==> src/rtl/pe_pkg.sv <==
// Shared definitions for the processing-element datapath: operating modes and format helpers.
// Latency: n/a (types and constant functions only).
// Backpressure: n/a.
package pe_pkg;

    // Operating modes selected by mode_i.
    typedef enum logic [1:0] {
        GEMM = 2'b00,
        DIV  = 2'b01,
        EXP  = 2'b10,
        LOG  = 2'b11
    } pe_mode_e;

    // Default fixed-point format of the operands: sign + integer + fraction bits.
    localparam int DEF_INT_BW = 5;
    localparam int DEF_FRA_BW = 7;
    localparam int DEF_MUL_BW = 16;
    localparam int DEF_ACC_BW = 32;

    // Operand width for a given integer/fraction split (sign bit included).
    function automatic int pe_op_bw(input int int_bw, input int fra_bw);
        return 1 + int_bw + fra_bw;
    endfunction

endpackage : pe_pkg

==> src/rtl/pe_sat_mac.sv <==
// Signed multiply-add with saturation to the accumulator range: sum = sat(a*b + c).
// Latency: purely combinational, zero cycles.
// Backpressure: none; the caller decides when the result is captured.
module pe_sat_mac #(
    parameter int OP_BW  = 13,
    parameter int ACC_BW = 32
) (
    input  logic signed [OP_BW-1:0]  a_i,
    input  logic signed [OP_BW-1:0]  b_i,
    input  logic signed [ACC_BW-1:0] c_i,
    output logic signed [ACC_BW-1:0] sum_o,
    output logic                     sat_o
);

    localparam int PROD_BW = 2 * OP_BW;
    localparam int EXT_BW  = ACC_BW + 1;

    localparam logic signed [ACC_BW-1:0] ACC_MAX = {1'b0, {(ACC_BW-1){1'b1}}};
    localparam logic signed [ACC_BW-1:0] ACC_MIN = {1'b1, {(ACC_BW-1){1'b0}}};

    logic signed [PROD_BW-1:0] prod;
    logic signed [EXT_BW-1:0]  prod_x;
    logic signed [EXT_BW-1:0]  c_x;
    logic signed [EXT_BW-1:0]  sum_x;

    // Full-precision product and one guard bit on the addition so the sum itself never wraps.
    always_comb begin
        prod   = a_i * b_i;
        prod_x = {{(EXT_BW-PROD_BW){prod[PROD_BW-1]}}, prod};
        c_x    = {c_i[ACC_BW-1], c_i};
        sum_x  = prod_x + c_x;
    end

    // Guard bit disagreeing with the accumulator sign bit means the result left the range.
    always_comb begin
        sat_o = 1'b0;
        sum_o = sum_x[ACC_BW-1:0];
        if (sum_x[EXT_BW-1] != sum_x[ACC_BW-1]) begin
            sat_o = 1'b1;
            sum_o = sum_x[EXT_BW-1] ? ACC_MIN : ACC_MAX;
        end
    end

endmodule : pe_sat_mac

==> src/rtl/pe_m_gen.sv <==
// Processing element: streams x/var/wc through registers and multiply-accumulates into oreg.
// Latency: one cycle from a valid beat to valid_o and the updated oreg.
// Backpressure: none; valid_i=0 stalls the element and every data register holds.
module pe_m_gen
    import pe_pkg::*;
#(
    parameter int INT_BW = DEF_INT_BW,
    parameter int FRA_BW = DEF_FRA_BW,
    parameter int MUL_BW = DEF_MUL_BW,
    parameter int ACC_BW = DEF_ACC_BW
) (
    input  logic                     clk,
    input  logic                     rst_n,
    input  logic [1:0]               mode_i,
    input  logic                     acc_sel_i,
    input  logic                     clr_i,
    input  logic                     valid_i,
    input  logic signed [ACC_BW-1:0] mac_i,
    input  logic signed [MUL_BW-1:0] var_i,
    input  logic signed [MUL_BW-1:0] x_i,
    input  logic signed [MUL_BW-1:0] wc_i,
    input  logic signed [ACC_BW-1:0] o_i,
    output logic                     valid_o,
    output logic                     sat_o,
    output logic signed [ACC_BW-1:0] mac_o,
    output logic signed [MUL_BW-1:0] var_o,
    output logic signed [MUL_BW-1:0] x_o,
    output logic signed [MUL_BW-1:0] wc_o,
    output logic signed [ACC_BW-1:0] o_o
);

    localparam int OP_BW  = pe_op_bw(INT_BW, FRA_BW);
    // Top bit of the integer part of a full-precision (2*FRA_BW fraction) product.
    localparam int MAC_HI = INT_BW + 2 * FRA_BW;

    // Range of mac_i that converts to the operand format without clamping.
    localparam logic signed [ACC_BW-1:0] MAC_MAX = ACC_BW'((64'sd1 <<< MAC_HI) - 64'sd1);
    localparam logic signed [ACC_BW-1:0] MAC_MIN = ~MAC_MAX;

    localparam logic signed [OP_BW-1:0] OP_MAX = {1'b0, {(OP_BW-1){1'b1}}};
    localparam logic signed [OP_BW-1:0] OP_MIN = {1'b1, {(OP_BW-1){1'b0}}};

    // Architectural state.
    logic signed [OP_BW-1:0]  wreg_q, wreg_d;
    logic signed [MUL_BW-1:0] ireg_q, ireg_d;
    logic signed [MUL_BW-1:0] vreg_q, vreg_d;
    logic signed [ACC_BW-1:0] oreg_q, oreg_d;
    logic                     sat_q,  sat_d;
    logic                     vld_q,  vld_d;

    // Datapath signals.
    pe_mode_e                 mode;
    logic signed [OP_BW-1:0]  mac_t;
    logic signed [OP_BW-1:0]  op_a;
    logic signed [OP_BW-1:0]  op_b;
    logic signed [ACC_BW-1:0] op_c;
    logic signed [ACC_BW-1:0] wreg_acc_x;
    logic signed [ACC_BW-1:0] mac_sum;
    logic                     mac_sat;

    // Only the low OP_BW bits of the weight bus carry the operand.
    logic unused_wc_hi;
    assign unused_wc_hi = ^wc_i[MUL_BW-1:OP_BW];

    assign mode       = pe_mode_e'(mode_i);
    assign wreg_acc_x = {{(ACC_BW-OP_BW){wreg_q[OP_BW-1]}}, wreg_q};

    // Convert the incoming accumulator value to operand format, clamping out-of-range values.
    always_comb begin
        mac_t = mac_i[MAC_HI:FRA_BW];
        if (mac_i > MAC_MAX) begin
            mac_t = OP_MAX;
        end else if (mac_i < MAC_MIN) begin
            mac_t = OP_MIN;
        end
    end

    // Operand selection from pre-edge register values; mode and acc_sel act immediately.
    always_comb begin
        op_a = wreg_q;
        op_b = ireg_q[MUL_BW-1:MUL_BW-OP_BW];
        op_c = acc_sel_i ? oreg_q : o_i;
        if (mode != GEMM) begin
            op_a = mac_t;
            op_b = vreg_q[MUL_BW-1:MUL_BW-OP_BW];
            op_c = wreg_acc_x;
        end
    end

    pe_sat_mac #(
        .OP_BW  (OP_BW),
        .ACC_BW (ACC_BW)
    ) u_sat_mac (
        .a_i   (op_a),
        .b_i   (op_b),
        .c_i   (op_c),
        .sum_o (mac_sum),
        .sat_o (mac_sat)
    );

    // Next state: capture on valid beats, hold otherwise; clear overrides the accumulator only.
    always_comb begin
        wreg_d = wreg_q;
        ireg_d = ireg_q;
        vreg_d = vreg_q;
        oreg_d = oreg_q;
        sat_d  = sat_q;
        vld_d  = valid_i;
        if (valid_i) begin
            wreg_d = wc_i[OP_BW-1:0];
            ireg_d = x_i;
            vreg_d = var_i;
            oreg_d = mac_sum;
            sat_d  = sat_q | mac_sat;
        end
        if (clr_i) begin
            oreg_d = '0;
            sat_d  = 1'b0;
        end
    end

    // State registers; reset drops any in-flight accumulation immediately.
    always_ff @(posedge clk or negedge rst_n) begin
        if (!rst_n) begin
            wreg_q <= '0;
            ireg_q <= '0;
            vreg_q <= '0;
            oreg_q <= '0;
            sat_q  <= 1'b0;
            vld_q  <= 1'b0;
        end else begin
            wreg_q <= wreg_d;
            ireg_q <= ireg_d;
            vreg_q <= vreg_d;
            oreg_q <= oreg_d;
            sat_q  <= sat_d;
            vld_q  <= vld_d;
        end
    end

    assign wc_o    = {{(MUL_BW-OP_BW){wreg_q[OP_BW-1]}}, wreg_q};
    assign x_o     = ireg_q;
    assign var_o   = vreg_q;
    assign mac_o   = oreg_q;
    assign o_o     = oreg_q;
    assign sat_o   = sat_q;
    assign valid_o = vld_q;

endmodule : pe_m_gen
==> config.mk <==
export PLATFORM = sky130hd
export DESIGN_NAME = pe_m_gen
export DESIGN_NICKNAME = d
export VERILOG_FILES = /design/src/rtl/pe_pkg.sv /design/src/rtl/pe_sat_mac.sv /design/src/rtl/pe_m_gen.sv
export SDC_FILE = /design/constraint.sdc
export NUM_CORES = 1
export LEC_CHECK = 0
export BUFFER_PORTS_ARGS = -buffer_cell sky130_fd_sc_hd__buf_2
export CAP_MARGIN = 30
export CORE_MARGIN = 2
export CORE_UTILIZATION = 59
export CTS_CLUSTER_DIAMETER = 60
export DETAILED_ROUTE_END_ITERATION = 16
export GPL_TIMING_DRIVEN = 0
export HOLD_SLACK_MARGIN = 0.03
export PLACE_DENSITY = 0.84
export SYNTH_ARGS = -nofsm -noshare
export SYNTH_HDL_FRONTEND = slang
export SYNTH_SLANG_ARGS = --single-unit
==> constraint.sdc <==
create_clock -name clk -period 8.01 [get_ports clk]
set_input_delay 1.602 -clock clk [delete_from_list [all_inputs] [get_ports clk]]
set_output_delay 1.602 -clock clk [all_outputs]
set_load 0.03 [all_outputs]
==> impl_results.html, run 1 <==
<table>
<tr><th>Metric</th><th>Value</th></tr>
<tr><th colspan="2">Outcome</th></tr>
<tr><td>Outcome</td><td>finished with violations</td></tr>
<tr><td>Violated checks</td><td>setup timing</td></tr>
<tr><th colspan="2">Placed design</th></tr>
<tr><td>HPWL after detailed placement</td><td>between 30000 and 40000 um</td></tr>
<tr><td>Placed cell count</td><td>roughly 2k</td></tr>
<tr><td>Final weighted congestion in routability-driven placement</td><td>around 0.97</td></tr>
<tr><td>Port buffer count</td><td>221</td></tr>
<tr><th colspan="2">CTS</th></tr>
<tr><td>Number of buffers added to fix hold violations after cts</td><td>0</td></tr>
<tr><td>Depth of the CTS H-tree</td><td>3</td></tr>
<tr><td>Clock sink total</td><td>79</td></tr>
<tr><td>TritonCTS clock tree</td><td>built</td></tr>
<tr><td>Clock network latency to the later pin of the worst-skew pair</td><td>0.36 ns</td></tr>
<tr><td>CTS buffer count</td><td>9</td></tr>
<tr><td>Clock slew seen by the registers of the worst setup and hold paths</td><td>0.07 ns</td></tr>
<tr><td>Clock buffer depth</td><td>2</td></tr>
<tr><td>CTS Root Buffer Type</td><td>clkbuf_16</td></tr>
<tr><th colspan="2">STA</th></tr>
<tr><td>Relative max-transition margin</td><td>0.367</td></tr>
<tr><td>Final critical-path setup slack</td><td>-0.812 ns</td></tr>
<tr><td>Final critical-path share of the clock period</td><td>1.10</td></tr>
<tr><td>Hold Violations, Final</td><td>0</td></tr>
<tr><td>Actual transition at the worst max-transition pin</td><td>0.949 ns</td></tr>
<tr><td>Setup repair after global routing missed its margin</td><td>true</td></tr>
<tr><td>Worst setup skew after layout</td><td>approximately 0.012 ns</td></tr>
<tr><td>Minimum clock period</td><td>between 8 and 9 ns</td></tr>
<tr><td>Final setup vio count</td><td>32</td></tr>
<tr><td>Number of max-slew violations in the final report</td><td>0</td></tr>
<tr><td>Upper clock frequency limit</td><td>113 MHz</td></tr>
<tr><th colspan="2">Yosys</th></tr>
<tr><td>Number of cells produced by synthesis</td><td>1533</td></tr>
<tr><td>Most area-consuming cells after synthesis</td><td>fa_1 34%, dfrtp_1 15%, inv_1 9.6%</td></tr>
<tr><td>Netlist area before placement</td><td>13600 um^2</td></tr>
<tr><td>Number of warning messages in the yosys log</td><td>0</td></tr>
<tr><td>Number of synthesized register bits</td><td>79</td></tr>
<tr><td>Post-synthesis area per instance</td><td>8.86 um^2</td></tr>
<tr><td>Seq/Total Area, Yosys</td><td>0.145</td></tr>
<tr><td>Fraction of synthesized cell area taken by the top area cell type</td><td>0.339</td></tr>
<tr><td>Ys async rst share</td><td>1.00</td></tr>
<tr><td>Post-synth EDFFs</td><td>0</td></tr>
<tr><td>Post-Synthesis Net Count</td><td>1975</td></tr>
<tr><td>Main synth FF type</td><td>dfrtp_1</td></tr>
<tr><td>Number of distinct library cells after synthesis</td><td>54</td></tr>
<tr><td>Most area-hungry cell type in the Yosys netlist</td><td>fa_1</td></tr>
<tr><th colspan="2">Floorplan</th></tr>
<tr><td>Die H</td><td>156 um</td></tr>
<tr><td>Die extent in x</td><td>156 um</td></tr>
<tr><td>Initial cell density of the core</td><td>0.600</td></tr>
<tr><td>Floorplan Core Area</td><td>22600 um^2</td></tr>
<tr><td>Row count</td><td>55</td></tr>
<tr><td>Die Area</td><td>24300 um^2</td></tr>
<tr><td>Boundary Pins</td><td>between 200 and 250</td></tr>
<tr><th colspan="2">Global routing</th></tr>
<tr><td>First-pass GRT wire length</td><td>between 70000 and 80000 um</td></tr>
<tr><td>Antenna violations before repair</td><td>1</td></tr>
<tr><td>Pin count of the biggest net entering global routing</td><td>between 40 and 50</td></tr>
<tr><td>Sum of overflow across all layers after global routing</td><td>0</td></tr>
<tr><td>Number of global-route vias before repair</td><td>13.4k</td></tr>
<tr><td>Total Routing Usage GR</td><td>0.386</td></tr>
<tr><th colspan="2">Worst setup path</th></tr>
<tr><td>Capturing element type of the critical path</td><td>flop</td></tr>
<tr><td>Critical path buffer and inverter count</td><td>12</td></tr>
<tr><td>Critical path's top delay family</td><td>adder cells</td></tr>
<tr><td>Critical path startpoint category</td><td>input pin</td></tr>
<tr><td>Largest driver fanout on the critical path</td><td>10</td></tr>
<tr><td>Crit path top cell by count</td><td>fa_1</td></tr>
<tr><td>Slowest cell on the critical path</td><td>fa_1</td></tr>
<tr><td>Length in cells of the worst reg-to-reg path</td><td>26</td></tr>
<tr><td>Signal arrival time at the worst endpoint</td><td>9.08 ns</td></tr>
<tr><td>Crit path largest cell delay</td><td>0.65 ns</td></tr>
<tr><td>Startpoint-to-endpoint class of the critical path</td><td>in2reg</td></tr>
<tr><td>Required time of the worst setup path</td><td>8.26 ns</td></tr>
<tr><td>Total stage count of the critical path</td><td>30</td></tr>
<tr><th colspan="2">Route</th></tr>
<tr><td>Residual antenna-violating net count after detailed routing</td><td>0</td></tr>
<tr><td>Detailed Route WL</td><td>47800 um</td></tr>
<tr><td>M1 wire length</td><td>16500 um</td></tr>
<tr><td>Average vias per placed instance</td><td>5.93</td></tr>
<tr><td>Iter 0 DRT Violations</td><td>around 1.1k</td></tr>
<tr><td>Met2 Routed Length</td><td>23900 um</td></tr>
<tr><td>Overall via count from detail_route</td><td>12.8k</td></tr>
<tr><td>First-pass DRT Iterations</td><td>8</td></tr>
<tr><td>Highest metal layer with signal wires</td><td>met4</td></tr>
<tr><td>DR WL/cell</td><td>~22 um</td></tr>
<tr><td>Met3 routed WL</td><td>4040 um</td></tr>
<tr><td>DRC violation count after routing</td><td>0</td></tr>
<tr><th colspan="2">Hold path</th></tr>
<tr><td>Kind of path behind the tightest hold check</td><td>reg2reg</td></tr>
<tr><td>Worst hold path stage count</td><td>1</td></tr>
<tr><th colspan="2">Cells and area</th></tr>
<tr><td>Utilization after layout</td><td>0.804</td></tr>
<tr><td>Share of post-route cells with drive strength above 1</td><td>0.376</td></tr>
<tr><td>Area growth from synthesis to layout</td><td>33.9%</td></tr>
<tr><td>Net count, final</td><td>about 2.3k</td></tr>
<tr><td>Commonest cells after routing, fill and taps aside</td><td>329 x inv_1, 217 x fa_1, 213 x buf_2</td></tr>
<tr><td>Most frequent standard cell in the layout excluding fill and tap cells</td><td>inv_1</td></tr>
<tr><td>Post-route non-filler standard cell count</td><td>2163</td></tr>
<tr><th colspan="2">Run</th></tr>
<tr><td>Max_cap viols</td><td>0</td></tr>
</table>
-- cell type report --
cell class | count | area [um^2]
fillers | 1308 | 4440
well taps | 285 | 357
clock inverters | 6 | 92.6
repair buffers | 334 | 2300
diodes | 1 | 2.50
flip-flops and latches | 79 | 1980
inverters | 349 | 1330
clock buffers | 10 | 239
plain buffers | 84 | 704
multi-input cells | 1015 | 11200
-- repair_timing --
item,4_1_cts,5_1_grt
endpoints found under the hold margin,0,0
setup buffers,78,26
endpoints found under the setup margin,33,33
resized for setup,257,132
cloned,7,2
pin swaps,110,84
-- metrics by stage --
stage                     setup slack, ns  cell area (um^2)  setup TNS (ns)  hold WS [ns]
after floorplan                    -0.226             13900           -6.49         0.667
after global placement              -1.77             15300          -52.98         0.484
after detailed placement            -1.89             15400          -56.88         0.496
after CTS                          -0.289             17500           -7.28         0.511
after global routing               -0.998             18200          -30.22         0.534
final                              -0.812             18200          -23.87         0.508
-- worst reg2reg max path: stages (launching register included) --
cell and delay (ns):
dfrtp_1 0.40, mux2i_2 0.57, clkbuf_2 0.37, nor2_1 0.10, ha_1 0.29, inv_1 0.05
fa_1 0.57, inv_1 0.07, fa_1 0.47, inv_1 0.05, fa_1 0.49, inv_2 0.04
fa_1 0.50, inv_1 0.05, fa_1 0.65, inv_2 0.08, ha_4 0.18, or3_4 0.34
o211ai_1 0.37, nand2_1 0.15, o211a_1 0.28, a211o_1 0.32, buf_6 0.14, a31o_4 0.28
buf_8 0.18, a211oi_4 0.22, o21ai_1 0.08
-- kinds of logic after synthesis --
kind of cell | after synthesis | share of synthesized area
and+or+nand+nor | 348 | 0.109
DFF | 79 | 0.145
adders and majority gates | 323 | 0.424
buffers and inverters | 439 | 0.132
AOI/OAI and AO/OA | 222 | 0.0982
muxes | 89 | 0.0697
xor gates and xnor gates | 33 | 0.0213
-- sequential cells by signal, indices dropped and copies added, names as in the netlist --
register  count
valid_o       1
mac_o        32
var_o        16
x_o          16
sat_o         1
wreg_q       13
-- synth_stat cells, drive strengths merged, types with 2 or more instances --
master	count
inv	349
xnor2	23
nand3b	2
o211ai	4
o21a	16
nand3	5
a2111oi	2
nand2	174
nor4	4
mux2	45
o21ai	78
a21o	8
nand2b	12
a21oi	80
nor2	108
a31o	6
xor2	10
a31oi	7
or2	5
and3	4
a211o	2
or3	4
nor2b	6
a211oi	4
o31ai	2
buf	51
ha	93
o21bai	5
and2	6
o211a	2
fa	230
mux2i	44
nand4	10
dfrtp	79
nor3	4
clkbuf	39
-- worst paths after layout --
| kind | start | end | slack (ns) |
|---|---|---|---|
| setup / recovery | mode_i[1] | mac_o[30]$_DFFE_PN0P_ | -0.81 |
| hold / removal | x_o[0]$_DFFE_PN0P_ | x_o[0]$_DFFE_PN0P_ | 0.51 |
| setup reg to reg | x_o[3]$_DFFE_PN0P_ | mac_o[30]$_DFFE_PN0P_ | 0.59 |
| hold reg to reg | x_o[0]$_DFFE_PN0P_ | x_o[0]$_DFFE_PN0P_ | 0.51 |
| max in group asynchronous | rst_n | mac_o[2]$_DFFE_PN0P_ | 6.14 |
| min in group asynchronous | rst_n | x_o[1]$_DFFE_PN0P_ | 1.22 |
-- metal layers --
layer,global-route usage,up-vias
met5,0,-
met4,0.231,0
met3,0.0750,260
met2,0.667,786
met1,0.447,6387
li1,-,5384
Power of run 1 is left out: the tool's default activity adds up to more than one toggle a clock period on the data nets, which glitch-free logic cannot reach.
==> run 2, diff against run 1 <==
Settings changed: SKIP_CTS_REPAIR_TIMING set to 1.
==> impl_results.html, run 2 (same netlist as run 1, synthesis figures left out) <==
<table>
<tr><th>Metric</th><th>Value</th></tr>
<tr><th colspan="2">Global routing</th></tr>
<tr><td>Antenna violations before repair</td><td>0</td></tr>
<tr><td>First-pass GRT wire length</td><td>62000 um</td></tr>
<tr><td>Sum of overflow across all layers after global routing</td><td>0</td></tr>
<tr><td>Number of global-route vias before repair</td><td>approximately 12k</td></tr>
<tr><td>Total Routing Usage GR</td><td>0.333</td></tr>
<tr><td>Pin count of the biggest net entering global routing</td><td>43</td></tr>
<tr><th colspan="2">STA</th></tr>
<tr><td>Actual transition at the worst max-transition pin</td><td>about 1.0 ns</td></tr>
<tr><td>Final critical-path setup slack</td><td>-0.612 ns</td></tr>
<tr><td>Total Neg Setup Slack</td><td>-18.51 ns</td></tr>
<tr><td>Relative max-transition margin</td><td>0.322</td></tr>
<tr><td>Number of max-slew violations in the final report</td><td>0</td></tr>
<tr><td>Setup repair after global routing missed its margin</td><td>true</td></tr>
<tr><td>Hold Violations, Final</td><td>0</td></tr>
<tr><td>Upper clock frequency limit</td><td>116 MHz</td></tr>
<tr><td>Worst setup skew after layout</td><td>roughly 0.012 ns</td></tr>
<tr><td>Minimum clock period</td><td>8.62 ns</td></tr>
<tr><td>Final setup vio count</td><td>33</td></tr>
<tr><td>Final critical-path share of the clock period</td><td>1.08</td></tr>
<tr><th colspan="2">Cells and area</th></tr>
<tr><td>Diodes inserted</td><td>0</td></tr>
<tr><td>Storage cell area</td><td>1980 um^2</td></tr>
<tr><td>Share of post-route cells with drive strength above 1</td><td>0.350</td></tr>
<tr><td>Area growth from synthesis to layout</td><td>30.9%</td></tr>
<tr><td>Commonest cells after routing, fill and taps aside</td><td>334 x inv_1, 221 x fa_1, 218 x buf_2</td></tr>
<tr><td>Net count, final</td><td>2311</td></tr>
<tr><td>Number of fill cells in the layout</td><td>1372</td></tr>
<tr><td>Most frequent standard cell in the layout excluding fill and tap cells</td><td>inv_1</td></tr>
<tr><td>Utilization after layout</td><td>0.786</td></tr>
<tr><td>Area of the multi-input gates</td><td>11000 um^2</td></tr>
<tr><td>Number of flip-flops under the largest register name</td><td>32</td></tr>
<tr><th colspan="2">Floorplan</th></tr>
<tr><td>Die extent in x</td><td>around 160 um</td></tr>
<tr><td>Row count</td><td>55</td></tr>
<tr><td>Die Area</td><td>about 24000 um^2</td></tr>
<tr><td>Initial cell density of the core</td><td>0.600</td></tr>
<tr><td>Die H</td><td>156 um</td></tr>
<tr><td>Boundary Pins</td><td>233</td></tr>
<tr><td>Floorplan Core Area</td><td>22600 um^2</td></tr>
<tr><th colspan="2">Outcome</th></tr>
<tr><td>Violated checks</td><td>setup timing</td></tr>
<tr><td>Outcome</td><td>finished with violations</td></tr>
<tr><th colspan="2">Worst setup path</th></tr>
<tr><td>Signal arrival time at the worst endpoint</td><td>8.86 ns</td></tr>
<tr><td>Critical path's top delay family</td><td>adder cells</td></tr>
<tr><td>Crit path largest cell delay</td><td>0.57 ns</td></tr>
<tr><td>Startpoint-to-endpoint class of the critical path</td><td>in2reg</td></tr>
<tr><td>Critical path startpoint category</td><td>input pin</td></tr>
<tr><td>Capturing element type of the critical path</td><td>flop</td></tr>
<tr><td>Slowest cell on the critical path</td><td>fa_1</td></tr>
<tr><td>Required time of the worst setup path</td><td>8.25 ns</td></tr>
<tr><td>Reg-to-reg startpoint</td><td>var_o[6]$_DFFE_PN0P_</td></tr>
<tr><td>Critical Path Start</td><td>mac_i[26]</td></tr>
<tr><td>Critical path buffer and inverter count</td><td>10</td></tr>
<tr><td>Largest driver fanout on the critical path</td><td>10</td></tr>
<tr><th colspan="2">CTS</th></tr>
<tr><td>CTS Root Buffer Type</td><td>clkbuf_16</td></tr>
<tr><td>TritonCTS clock tree</td><td>built</td></tr>
<tr><td>CTS buffer count</td><td>9</td></tr>
<tr><td>Clock slew seen by the registers of the worst setup and hold paths</td><td>0.07 ns</td></tr>
<tr><td>Depth of the CTS H-tree</td><td>3</td></tr>
<tr><td>Clock buffer depth</td><td>2</td></tr>
<tr><td>Clock sink total</td><td>79</td></tr>
<tr><td>Clock network latency to the later pin of the worst-skew pair</td><td>approximately 0.36 ns</td></tr>
<tr><th colspan="2">Route</th></tr>
<tr><td>Overall via count from detail_route</td><td>between 10k and 15k</td></tr>
<tr><td>First-pass DRT Iterations</td><td>5</td></tr>
<tr><td>Average vias per placed instance</td><td>5.75</td></tr>
<tr><td>Iter 0 DRT Violations</td><td>about 960</td></tr>
<tr><td>Residual antenna-violating net count after detailed routing</td><td>0</td></tr>
<tr><td>DRC violation count after routing</td><td>0</td></tr>
<tr><td>DR WL/cell</td><td>20.6 um</td></tr>
<tr><td>Detailed Route WL</td><td>44600 um</td></tr>
<tr><th colspan="2">Hold path</th></tr>
<tr><td>Hold path start</td><td>x_o[0]$_DFFE_PN0P_</td></tr>
<tr><td>Kind of path behind the tightest hold check</td><td>reg2reg</td></tr>
<tr><th colspan="2">Run</th></tr>
<tr><td>Max_cap viols</td><td>0</td></tr>
<tr><th colspan="2">Placed design</th></tr>
<tr><td>HPWL after detailed placement</td><td>31800 um</td></tr>
<tr><td>Port buffer count</td><td>221</td></tr>
<tr><td>Worst setup timing slack at the placement stage</td><td>-1.89 ns</td></tr>
<tr><td>Final weighted congestion in routability-driven placement</td><td>0.967</td></tr>
</table>
[run 2: cell count changes in the layout (fill, tap and decap cells not counted), sizes merged]
cell,delta
diode,-1
clkbuf,-6
buf,+3
[run 2: final timing paths]
kind | endpoint | slack [ns] | cells after the start
max | mac_o[15]$_DFFE_PN0P_ | -0.61 | 32
min | x_o[0]$_DFFE_PN0P_ | 0.51 | 1
max reg2reg | mac_o[16]$_DFFE_PN0P_ | 0.76 | 27
min reg2reg | x_o[0]$_DFFE_PN0P_ | 0.51 | 1
max in group asynchronous | mac_o[1]$_DFFE_PN0P_ | 6.14 | 2
min in group asynchronous | x_o[1]$_DFFE_PN0P_ | 1.23 | 1
[run 2: final cells by class]
type | count | share of cell area
Clock buffer | 10 | 0.0134
Buffer | 87 | 0.0390
Clock inverter | 6 | 0.00520
Tap cell | 285 | 0.0200
Sequential cell | 79 | 0.111
Inverter | 349 | 0.0747
Timing Repair Buffer | 328 | 0.120
Multi-Input combinational cell | 1015 | 0.616
[run 2: layer usage]
| metal | wire (um) | global-route usage | share of wire | vias to the layer above |
|---|---|---|---|---|
| met5 | 0 | 0 | 0 | - |
| met4 | 2870 | 0.163 | 0.064 | 0 |
| met3 | 3280 | 0.0383 | 0.074 | 195 |
| met2 | 22800 | 0.594 | 0.51 | 682 |
| met1 | 15600 | 0.403 | 0.35 | 6156 |
| li1 | - | - | - | 5371 |
[run 2: through the flow]
stage / hold WS [ns] / area (um^2) / instances
after floorplan: 0.667 / 13900 / 1533
after global placement: 0.484 / 15300 / 2039
after detailed placement: 0.496 / 15400 / 2042
after CTS: 0.511 / 15700 / 2058
after global routing: 0.534 / 17800 / 2159
final: 0.511 / 17800 / 2159
Power of run 2 is left out for the same reason.
